File: src/rtl/cpu_wb_seq_subtractor.sv
// cpu_wb_seq_subtractor: multi-cycle subtractor, one carry-lookahead chunk per cycle, valid/ready handshakes
module cpu_wb_seq_subtractor #(
    parameter int DATA_WID  = 32,
    parameter int CHUNK_WID = 8
) (
    input  logic                clk,
    input  logic                rst_n,
    input  logic                in_valid,
    output logic                in_ready,
    input  logic [DATA_WID-1:0] in1,
    input  logic [DATA_WID-1:0] in2,
    input  logic                borrow_in,
    output logic                out_valid,
    input  logic                out_ready,
    output logic [DATA_WID-1:0] diff,
    output logic                borrow_out,
    output logic                ovf,
    output logic                zero
);
    localparam int NCHUNK  = DATA_WID / CHUNK_WID;
    localparam int IDX_WID = NCHUNK > 1 ? $clog2(NCHUNK) : 1;
    typedef enum logic [1:0] {IDLE, CALC, DONE} state_t;
    state_t                             state, state_nxt;
    logic [IDX_WID-1:0]                 idx;
    logic [NCHUNK-1:0][CHUNK_WID-1:0]   a_q, b_q, diff_q, diff_nxt;
    logic                               carry, last, t, acc;
    logic [CHUNK_WID-1:0]               a_k, b_k, g, p, s;
    logic [CHUNK_WID:0]                 c;
    assign last = idx == IDX_WID'(NCHUNK - 1);
    assign diff = diff_q;
    // state register
    always_ff @(posedge clk) begin
        if (!rst_n) state <= IDLE;
        else        state <= state_nxt;
    end
    // next state and handshake outputs
    always_comb begin
        state_nxt = state;
        in_ready  = 1'b0;
        out_valid = 1'b0;
        case (state)
            IDLE: begin
                in_ready = 1'b1;
                if (in_valid) state_nxt = CALC;
            end
            CALC: if (last) state_nxt = DONE;
            DONE: begin
                out_valid = 1'b1;
                if (out_ready) state_nxt = IDLE;
            end
            default: state_nxt = IDLE;
        endcase
    end
    // current chunk: a + ~b + carry with every carry expanded as a flat lookahead term
    always_comb begin
        a_k  = a_q[idx];
        b_k  = ~b_q[idx];
        g    = a_k & b_k;
        p    = a_k ^ b_k;
        c    = '0;
        c[0] = carry;
        t    = 1'b0;
        acc  = 1'b0;
        for (int i = 0; i < CHUNK_WID; i++) begin
            acc = g[i];
            t   = p[i];
            for (int j = i - 1; j >= 0; j--) begin
                acc = acc | (t & g[j]);
                t   = t & p[j];
            end
            c[i+1] = acc | (t & carry);
        end
        s             = p ^ c[CHUNK_WID-1:0];
        diff_nxt      = diff_q;
        diff_nxt[idx] = s;
    end
    // operand capture, chunk sequencing and registered result flags
    always_ff @(posedge clk) begin
        if (!rst_n) begin
            idx        <= '0;
            carry      <= 1'b0;
            a_q        <= '0;
            b_q        <= '0;
            diff_q     <= '0;
            borrow_out <= 1'b0;
            ovf        <= 1'b0;
            zero       <= 1'b0;
        end else if (state == IDLE && in_valid) begin
            a_q   <= in1;
            b_q   <= in2;
            carry <= ~borrow_in;
            idx   <= '0;
        end else if (state == CALC) begin
            diff_q <= diff_nxt;
            carry  <= c[CHUNK_WID];
            idx    <= last ? '0 : idx + 1'b1;
            if (last) begin
                borrow_out <= ~c[CHUNK_WID];
                ovf        <= (a_q[NCHUNK-1][CHUNK_WID-1] != b_q[NCHUNK-1][CHUNK_WID-1]) &&
                              (diff_nxt[NCHUNK-1][CHUNK_WID-1] != a_q[NCHUNK-1][CHUNK_WID-1]);
                zero       <= diff_nxt == '0;
            end
        end
    end
endmodule
File: config.mk
export PLATFORM = sky130hd
export DESIGN_NAME = cpu_wb_seq_subtractor
export DESIGN_NICKNAME = d
export VERILOG_FILES = /design/src/rtl/cpu_wb_seq_subtractor.sv
export SDC_FILE = /design/constraint.sdc
export NUM_CORES = 1
export LEC_CHECK = 0
export BUFFER_PORTS_ARGS = -buffer_cell sky130_fd_sc_hd__buf_2
export CAP_MARGIN = 20
export CORE_MARGIN = 2
export CORE_UTILIZATION = 28
export DETAILED_ROUTE_END_ITERATION = 16
export SYNTH_ARGS = -nofsm -noshare
export SYNTH_HDL_FRONTEND = slang
export SYNTH_SLANG_ARGS = --single-unit
File: constraint.sdc
create_clock -name clk -period 3.25 [get_ports clk]
set_clock_uncertainty 0.05 [all_clocks]
set_input_delay 0.1625 -clock clk [delete_from_list [all_inputs] [get_ports clk]]
set_output_delay 0.1625 -clock clk [all_outputs]
set_load 0.05 [all_outputs]
==> summary.md <==
| Metric | Value |
|---|---|
| First-pass GRT wire length | `around 20 mm` |
| Slew HR | `between 30% and 40%` |
| Status | `completed` |
| Synthesized instance count | `between 500 and 600` |
| Port-buffer cells | `105` |
| Wirelength per Cell | `around 14 um` |
| Starting density of the core | `between 20% and 30%` |
| GRT Util Overall | `between 10 and 15%` |
| Clock Sinks | `approximately 100` |
| Routed vias/inst | `around 4.5` |
| Via count | `3957` |
| H-tree depth | `3` |
| Util after Layout | `about a third` |
| Layout cells sized above 1 | `between 20% and 30%` |
| XOR/XNOR Fraction of Synth Area | `roughly 1.1%` |
| Most common cell on crit path | `o21ai_1` |
| Top cell type's share of synthesized area | `between 40% and 50%` |
| Die area | `between 15000 and 20000 um2` |
| RD Place Congestion | `0.848` |
| Crit Path Category | `reg -> reg` |
| Compound-Gate Fraction of Synth Area | `18.0%` |
| Seq/Total Area, Yosys | `43.0%` |
| Tightest Pin Transition | `around 940 ps` |
| Metal2 WL | `around 5.6 mm` |
| Most frequent cells in the layout | `164 x nand2_1, 105 x buf_2, 103 x dfxtp_1` |
| Post-placement cell count | `~860` |
| Power per Cell Area | `520 nW/um2` |
| CP Cell Sequence | `buf_12 > mux4_2 > ha_1 > o21ai_1 > o21ai_1 > a211oi_1 > a21oi_1 > or4_1 > o31ai_2` |
| Clock transition at path regs | `about 70 ps` |
| Final setup fails | `0` |
| Post-synthesis cell area | `approximately 4800 um2` |
| Final max-slew violation count | `0` |
| Design area | `around 6000 um2` |
| Worst setup endpoint | `zero$_SDFFE_PN0P_` |
| Max-cap violation count | `0` |
| Total gr overflow | `0` |
| Crit path arrival time | `around 3300 ps` |
| Fin nets | `roughly 730` |
| Cell taking the most area after synthesis | `dfxtp_1` |
| Later-pin clock latency in the skew report | `350 ps` |
| Routed Antenna Nets | `0` |
| Total power | `~3.1 mW` |
| Startpoint class of the critical path | `register` |
| Post-Synth Adder-Cell Area | `3.77%` |
| CP max-delay cell | `or4_1` |
| Setup TNS | `0 ps` |
| FILL cells | `roughly 1800` |
| Area growth, synth to finish | `24.0%` |
| Detailed Route Iter0 Violations | `170` |
| Die H | `roughly 140 um` |
| Final worst slack | `between 150 and 200 ps` |
| Hold slack | `roughly 11 ps` |
| Die W | `between 100 and 150 um` |
| N_diodes | `0` |
| DR pass1 iterations | `4` |
| CTS tree | `built` |
| Synth area leaders | `dfxtp_1 43%, nand2_1 13%, a21boi_0 10%, mux4_2 7.4%, ha_1 3.4%` |
| Clock Tree Buf Depth | `2` |
| Synthesized net count | `between 600 and 700` |
| Synth cell types | `46` |
| Worst reg2reg setup slack | `180 ps` |
| Core Area | `17100 um2` |
| Post-synth top flop | `dfxtp_1` |
| Crit-path max cell delay | `roughly 550 ps` |
| Most common cell after layout, fill and taps aside | `nand2_1` |
| Vias in the first global route | `about 3800` |
| Post-route insts no fill | `roughly 880` |
| Register area | `between 2000 and 2500 um2` |
| Metal-1 WL | `around 6 mm` |
| Tcrit/Tclk final | `between 90 and 100%` |
| Residual DRC | `0` |
| Post-synth ARST share | `0%` |
| Num CTS Buffers | `9` |
| Leakage | `2.49 nW` |
| Worst Path Max Fanout | `13` |
| Hold Vio Cnt, Final | `0` |
| Top sig layer | `met4` |
| IO Pins | `about 110` |
| CP Data Required Time | `~3500 ps` |
| Number of synthesized flops with an enable pin | `0` |
| DPL Wire Length | `~9.2 mm` |
| Hold/Removal Path Class | `in -> reg` |
| Pin count of the biggest net entering global routing | `104` |
| Flip-flop and latch count after synthesis | `104` |
| RR Startpoint | `idx[0]$_SDFFE_PP0P_` |
| Area occupied by multi-input gates | `~2600 um2` |
| Worst Setup SP | `idx[0]$_SDFFE_PP0P_` |
| Met3 wire length | `541 um` |
| Worst vdd ir | `273 uV` |
| Simple-gate area share of the yosys netlist | `between 20% and 30%` |
| Largest family of logic cells by synthesized area | `simple AND/OR/NAND/NOR gates` |
| RSZ-0062 raised after global routing | `no` |
| Setup crit end kind | `register` |
| Min Tclk post-route | `around 3000 ps` |
| Total wire length | `around 12 mm` |
| Warnings from Yosys | `0` |
| Post-place setup slack | `roughly 74 ps` |
| CTS root buf | `clkbuf_16` |
| Post-Syn Area per Cell | `about 9 um2` |
| Worst r2r path cells | `9` |
| Site Rows | `48` |
| FF-to-FF End | `zero$_SDFFE_PN0P_` |
| Fmax achieved | `326 MHz` |
| Initial antenna violation count | `0` |
| Placed instance area | `5640 um2` |
| Post-synthesis mux area share | `under 10%` |
## cell type report
cell class                      count  share of cell area [%]
Multi-Input combinational cell    396                    43.3
Sequential cell                   104                    34.7
Timing Repair Buffer              122                    11.6
Tap cell                          225                    4.68
Clock buffer                       10                    3.81
Clock inverter                      6                    1.10
Inverter                           13                   0.812
## cell families after synthesis
kind of cell,Yosys count
and+or+nand+nor,229
AOI/OAI and AO/OA,120
DFF,104
buffers and inverters,47
muxes,28
adders and majority gates,14
xor gates and xnor gates,5
## critical path: cells and delay by family (launching register included)
kind,cells,cell delay [ps]
DFF,1,380
muxes,1,510
adders and majority gates,1,380
buffers and inverters,1,170
AOI/OAI and AO/OA,5,940
and+or+nand+nor,1,550
## layer usage
layer  vias up  track usage, %
met2        84            22.3
met1      1813            18.9
li1       2048               -
met3        12            3.18
met4         0            3.13
met5         -               0
## sequential cells by signal, indices dropped and copies added, names as in the netlist
| name | cells |
|---|---|
| borrow_out | 1 |
| state | 2 |
| zero | 1 |
| ovf | 1 |
| b_q | 32 |
| diff | 32 |
| carry | 1 |
| a_q | 32 |
| idx | 2 |
## how the worst min path moves through the flow
stage	startpoint	endpoint	slack [ps]	depth (start not counted)
floorplan	in1[3]	a_q[3]$_SDFFE_PN0P_	260	2
global placement	in2[23]	b_q[23]$_SDFFE_PN0P_	370	3
detailed placement	in2[10]	b_q[10]$_SDFFE_PN0P_	370	3
CTS	in2[21]	b_q[21]$_SDFFE_PN0P_	1	3
global route	in2[21]	b_q[21]$_SDFFE_PN0P_	10	3
finish	in2[21]	b_q[21]$_SDFFE_PN0P_	10	3
## repair_timing
action / 4_1_cts / 5_1_grt
hold buffers: 2 / 0
resized for setup: 0 / 4
buffers inserted: 0 / 3
endpoints found under the setup margin: 0 / 11
endpoints found under the hold margin: 2 / 0
## cells in the mapped netlist, drive strengths merged (2+ instances only)
cell	count
nor2b	15
clkbuf	27
xnor2	2
a21boi	69
nand2	165
nor3	6
mux4	16
mux2i	12
and2	18
inv	13
xor2	3
ha	13
nor4	4
a211oi	4
nor2	10
nand2b	2
dfxtp	104
buf	7
o21ai	21
o21a	6
nand3	2
a21oi	9
a31oi	2
## where the power goes
part	internal (mW)	switching, mW	leakage [nW]
clock	0.602	0.491	0.147
combinational	0.264	0.379	1.49
sequential	1.34	0.0448	0.850
Power figures use the tool's default switching activity.
